**src/rtl/cpu_pkg.sv**
```systemverilog
// Shared types for the 16-bit core: opcode encoding, flag bundle
// and default datapath widths.
package cpu_pkg;

  localparam int DATA_W_DEF     = 16;
  localparam int REG_ADDR_W_DEF = 4;

  typedef enum logic [3:0] {
    OP_ADD = 4'b0000,
    OP_SUB = 4'b0001,
    OP_XOR = 4'b0010,
    OP_AND = 4'b0011,
    OP_SLL = 4'b0100,
    OP_SRA = 4'b0101,
    OP_ROR = 4'b0110,
    OP_OR  = 4'b0111,
    OP_LW  = 4'b1000,
    OP_SW  = 4'b1001,
    OP_BEQ = 4'b1010,
    OP_BNE = 4'b1011,
    OP_BLT = 4'b1100,
    OP_JMP = 4'b1101,
    OP_LUI = 4'b1110,
    OP_HLT = 4'b1111
  } opcode_e;

  typedef struct packed {
    logic z;
    logic v;
    logic n;
  } flags_t;

endpackage

```
**src/rtl/flag_unit.sv**
```systemverilog
// Next-state Z/V/N and per-flag write enables for an
// executed instruction.
module flag_unit
  import cpu_pkg::*;
#(
  parameter int DATA_W = DATA_W_DEF
) (
  input  logic [3:0]        opcode,
  input  logic [DATA_W-1:0] a,
  input  logic [DATA_W-1:0] b,
  input  logic [DATA_W-1:0] result,
  output flags_t            nxt,
  output flags_t            we
);

  localparam int MSB = DATA_W - 1;

  logic is_add;
  logic is_sub;
  logic is_zonly;
  logic add_ov;
  logic sub_ov;
  logic unused_lo;

  assign is_add   = (opcode == OP_ADD);
  assign is_sub   = (opcode == OP_SUB);
  assign is_zonly = (opcode == OP_XOR) || (opcode == OP_SLL) ||
                    (opcode == OP_SRA) || (opcode == OP_ROR);

  // Overflow only needs operand sign bits
  assign add_ov = (a[MSB] == b[MSB]) && (result[MSB] != a[MSB]);
  assign sub_ov = (a[MSB] != b[MSB]) && (result[MSB] != a[MSB]);

  assign unused_lo = ^{a[MSB-1:0], b[MSB-1:0]};

  always_comb begin
    nxt   = '0;
    we    = '0;
    nxt.z = (result == '0);
    nxt.n = result[MSB];
    unique case (1'b1)
      is_add: begin
        we    = '1;
        nxt.v = add_ov;
      end
      is_sub: begin
        we    = '1;
        nxt.v = sub_ov;
      end
      is_zonly: we.z = 1'b1;
      default: ;
    endcase
  end

endmodule

```
**src/rtl/ex_mem_stage.sv**
```systemverilog
// EX->MEM pipeline register; owns the Z/V/N flag register
// and the sticky halt indicator.
module ex_mem_stage
  import cpu_pkg::*;
#(
  parameter int DATA_W     = DATA_W_DEF,
  parameter int REG_ADDR_W = REG_ADDR_W_DEF
) (
  input  logic                  clk,
  input  logic                  rst_n,
  input  logic                  stall_i,
  input  logic                  flush_i,
  input  logic                  ex_valid_i,
  input  logic [3:0]            ex_opcode_i,
  input  logic [DATA_W-1:0]     ex_a_i,
  input  logic [DATA_W-1:0]     ex_b_i,
  input  logic [DATA_W-1:0]     ex_result_i,
  input  logic [REG_ADDR_W-1:0] ex_rd_i,
  input  logic                  ex_regwrite_i,
  input  logic                  ex_memread_i,
  input  logic                  ex_memwrite_i,
  input  logic [DATA_W-1:0]     ex_storedata_i,
  output logic                  mem_valid_o,
  output logic [3:0]            mem_opcode_o,
  output logic [DATA_W-1:0]     mem_result_o,
  output logic [REG_ADDR_W-1:0] mem_rd_o,
  output logic                  mem_regwrite_o,
  output logic                  mem_memread_o,
  output logic                  mem_memwrite_o,
  output logic [DATA_W-1:0]     mem_storedata_o,
  output logic                  flag_z_o,
  output logic                  flag_v_o,
  output logic                  flag_n_o,
  output logic                  halted_o
);

  flags_t flags_q;
  flags_t flags_nxt;
  flags_t flags_we;
  logic   upd;

  flag_unit #(.DATA_W(DATA_W)) u_flag (
    .opcode (ex_opcode_i),
    .a      (ex_a_i),
    .b      (ex_b_i),
    .result (ex_result_i),
    .nxt    (flags_nxt),
    .we     (flags_we)
  );

  assign upd = ex_valid_i && !stall_i && !flush_i;

  always_ff @(posedge clk) begin
    if (!rst_n) begin
      mem_valid_o     <= 1'b0;
      mem_opcode_o    <= '0;
      mem_result_o    <= '0;
      mem_rd_o        <= '0;
      mem_regwrite_o  <= 1'b0;
      mem_memread_o   <= 1'b0;
      mem_memwrite_o  <= 1'b0;
      mem_storedata_o <= '0;
    end else if (flush_i) begin
      mem_valid_o     <= 1'b0;
      mem_opcode_o    <= '0;
      mem_result_o    <= '0;
      mem_rd_o        <= '0;
      mem_regwrite_o  <= 1'b0;
      mem_memread_o   <= 1'b0;
      mem_memwrite_o  <= 1'b0;
      mem_storedata_o <= '0;
    end else if (!stall_i) begin
      mem_valid_o     <= ex_valid_i;
      mem_opcode_o    <= ex_opcode_i;
      mem_result_o    <= ex_result_i;
      mem_rd_o        <= ex_rd_i;
      // R0 is hard-wired zero, never a write target
      mem_regwrite_o  <= ex_valid_i && ex_regwrite_i &&
                         (ex_rd_i != '0);
      mem_memread_o   <= ex_valid_i && ex_memread_i;
      mem_memwrite_o  <= ex_valid_i && ex_memwrite_i;
      mem_storedata_o <= ex_storedata_i;
    end
  end

  always_ff @(posedge clk) begin
    if (!rst_n) begin
      flags_q  <= '0;
      halted_o <= 1'b0;
    end else if (upd) begin
      if (flags_we.z) flags_q.z <= flags_nxt.z;
      if (flags_we.v) flags_q.v <= flags_nxt.v;
      if (flags_we.n) flags_q.n <= flags_nxt.n;
      if (ex_opcode_i == OP_HLT) halted_o <= 1'b1;
    end
  end

  assign flag_z_o = flags_q.z;
  assign flag_v_o = flags_q.v;
  assign flag_n_o = flags_q.n;

endmodule

```
**config.mk**
```make
export PLATFORM = sky130hd
export DESIGN_NAME = ex_mem_stage
export DESIGN_NICKNAME = d
export VERILOG_FILES = /design/src/rtl/cpu_pkg.sv /design/src/rtl/flag_unit.sv /design/src/rtl/ex_mem_stage.sv
export SDC_FILE = /design/constraint.sdc
export NUM_CORES = 1
export LEC_CHECK = 0
export ABC_AREA = 0
export CORE_MARGIN = 2
export CORE_UTILIZATION = 30
export CTS_BUF_LIST = sky130_fd_sc_hd__clkbuf_2
export CTS_CLUSTER_DIAMETER = 60
export DETAILED_ROUTE_END_ITERATION = 10
export HOLD_SLACK_MARGIN = 0.03
export PLACE_DENSITY_LB_ADDON = 0.15
export REMOVE_ABC_BUFFERS = 1
export SETUP_SLACK_MARGIN = 0.3
export SLEW_MARGIN = 20
export SYNTH_ARGS = -nofsm -noshare
export SYNTH_HDL_FRONTEND = slang
export SYNTH_SLANG_ARGS = --single-unit
```
**constraint.sdc**
```tcl
create_clock -name clk -period 1.4 [get_ports clk]
set_input_delay 0.21 -clock clk [delete_from_list [all_inputs] [get_ports clk]]
set_output_delay 0.21 -clock clk [all_outputs]
set_load 0.05 [all_outputs]
```
==> results.md <==
- PwrDens: 755 nW/µm²
- Post-synth EDFFs: 0
- Worst R2R End: mem_memread_o
- Detail Placement HPWL: 3580 µm
- Hold Path End: mem_opcode_o[3]
- Initial antenna violation count: 0
- Num rows: 28
- R2R depth: 2
- Die Area: 6640 µm²
- Most used DFF post-synth: dfxtp_1
- Ys Warns: 0
- Total of max-cap violations: 0
- FFs w/ async S/R, synth: 0%
- Worst EP required: roughly 1.2 ns
- Min Tclk post-route: 1.16 ns
- Syn avg cell area: 10.3 µm²
- N_diodes: 0
- Synthesized instance count: 175
- Total Routed Length: 4690 µm
- Residual DRC count: 0
- Clock Tree Buf Depth: 2
- TritonCTS buffer count: 5
- Drt pass-1 iters: 3
- Gr ovfl total: 0
- Worst Setup Start Kind: flop
- Tcrit/Tclk final: 82.7%
- Peak fanout along the critical path: 2
- HP Class: in2reg
- Slew HR: between 70% and 80%
- Clk Latency, worst-skew pair: 0.40 ns
- Antenna viol nets, final: 0
- Post-Place Cells: 353
- Cts hold-fix bufs: 0
- Fin nets: 365
- Post-CTS Setup Repair Bufs: 0
- Peak VDD IR: roughly 440 µV
- Cell family with most CP delay: flip-flops
- First-pass GRT wire length: 7550 µm
- Yosys cell types: 22
- Wirelength per Cell: 13.0 µm
- Worst EP arrival: between 0.9 and 1 ns
- Initial Util: roughly 31%
- Seq/Total Area, Yosys: between 50 and 60%
- Slowest cell on the critical path: dfxtp_2
- Initial DRC count: 46
- Vias in the first global route: ~1.6k
- Synth-to-Final Area Change: 96.6%
- Largest area contributor in the netlist: dfxtp_1
- CP peak stage delay: 0.41 ns
- Final Skew: 0 ns
- CTS tree: yes
- WP buf/inv: 1
- Commonest cells in the synthesized netlist: 48 x dfxtp_1, 46 x nor2_1, 43 x mux2i_1
- Global Route Usage Sum: 14.9%
- FF+latch count, synth: 48
- Top cells by area, synth: dfxtp_1 53%, mux2i_1 24%, nor2_1 9.6%, nor4_1 1.7%, buf_2 1.4%
- Clock sink count: 48
- Slew @ Worst Pin: 0.309 ns
- Vias: 1610
- Final core occ: roughly three fifths
- FF-to-FF Start: mem_memread_o
- Clk slew on worst S/H paths: 0.22 ns
- Top cell type's share of synthesized area: 53.4%
- Largest net degree at the start of global routing: 46
- CP cell instances: buf_12
- Total power: 2.67 mW
- Layout cells sized above 1: between 40% and 50%
- Die span in x: 81.5 µm
- Hold Crit Depth: 4
- IO Port Bufs: between 90 and 100
- Status: complete, no violations
- Slew Viols, Final: 0
- Vias per cell: ~4.5
- Final setup fails: 0
- Most frequent cell after synthesis: dfxtp_1
- Reg2reg setup slack: 0.71 ns
- Hold WS: approximately 0.25 ns
- Routability cong.: 0.678
- Critical Path End Type: output port
- Pleak: 1.50 nW
- Final std cells w/o fill: 361
- Die Y: between 80 and 90 µm
- Fin. Hold Viols: 0
- Setup TNS Final: 0 ns
- Top Ports: ~130
- Max frequency: 863 MHz
- CP Class: reg2out
- Htree depth: 2
- RSZ-0062 raised after global routing: yes
- Clock root buffer: clkbuf_2
- Hold_sp: ex_opcode_i[3]
- Cell area after synthesis: about 1800 µm²
- Core ar.: 5850 µm²
## metal layers
layer | up-vias | global-route usage [%] | share of wire [%]
li1 | 821 | - | -
met4 | 0 | 4.07 | 1.3
met2 | 40 | 25.9 | 52
met1 | 744 | 17.8 | 41
met3 | 5 | 4.51 | 5.8
met5 | - | 0 | 0
## worst max path at each step
stage	from	endpoint	depth (start not counted)
3_3_place_gp	ex_opcode_i[3]	flag_v_o	5
4_1_cts	mem_rd_o[3]	mem_rd_o[3]	1
5_1_grt	mem_opcode_o[2]	mem_opcode_o[2]	1
6_report	mem_result_o[4]	mem_result_o[4]	1
3_5_place_dp	ex_opcode_i[3]	flag_v_o	5
2_1_floorplan	flush_i	mem_memread_o	2
## power by group
part           switching [mW]  internal [mW]  leakage [nW]  total (mW)
sequential             0.0419           1.42         0.412        1.46
clock                   0.415          0.134        0.0306       0.549
combinational           0.295          0.371          1.05       0.666
total                   0.752           1.92          1.50        2.67
## layout by cell type, fill, tap and decap left out
master / instances
o21a_1: 1
a22oi_1: 2
clkdlybuf4s50_1: 45
buf_4: 15
nor3_1: 2
nor2_1: 46
clkinv_1: 1
mux2i_1: 43
and4_1: 1
nor4_1: 4
nand2_1: 2
and3_1: 1
xor2_1: 1
buf_2: 1
nand2b_1: 1
nor2b_1: 4
a21oi_2: 1
clkbuf_2: 7
nor2b_4: 1
nor4b_4: 1
dlymetal6s2s_1: 1
nand3_1: 2
o21ai_1: 1
dlygate4sd2_1: 2
a21oi_1: 2
nor4_2: 1
buf_12: 49
dfxtp_2: 48
## what timing repair did
| item | 4_1_cts | 5_1_grt |
|---|---|---|
| pin swaps | 2 | 2 |
| resized for setup | 50 | 3 |
| endpoints found under the setup margin | 49 | 51 |
## cells by family after synthesis
logic type                share of synthesized area, %
AOI/OAI and AO/OA                                 2.57
xor gates and xnor gates                         0.487
buffers and inverters                             2.64
DFF                                               53.4
muxes                                             23.9
and+or+nand+nor                                   17.0
## final cells by class
cell class,count,area (µm²)
fill,501,2310
sequential,48,1020
multi-input combinational,117,807
tap,75,93.8
clock buffer,7,35.0
clock inverter,1,3.75
timing repair buffer,113,1580
## worst register-to-register path: stages, from the launching register on
cell and delay [ns]:
dfxtp_2 0.39, a22oi_1 0.18, nor2_1 0.05
## per-stage QoR
step	setup slack, ns	cell area (µm²)
floorplan	0.125	1750
global placement	-0.181	3430
detailed placement	-0.181	3430
CTS	0.202	3520
global route	0.157	3540
finish	0.242	3540
## sequential cells by signal, summed over array words and instances (netlist names), 4 cells and up
register         count
mem_opcode_o         4
mem_storedata_o     16
mem_result_o        16
mem_rd_o             4
(Power assumes the default switching activity.)
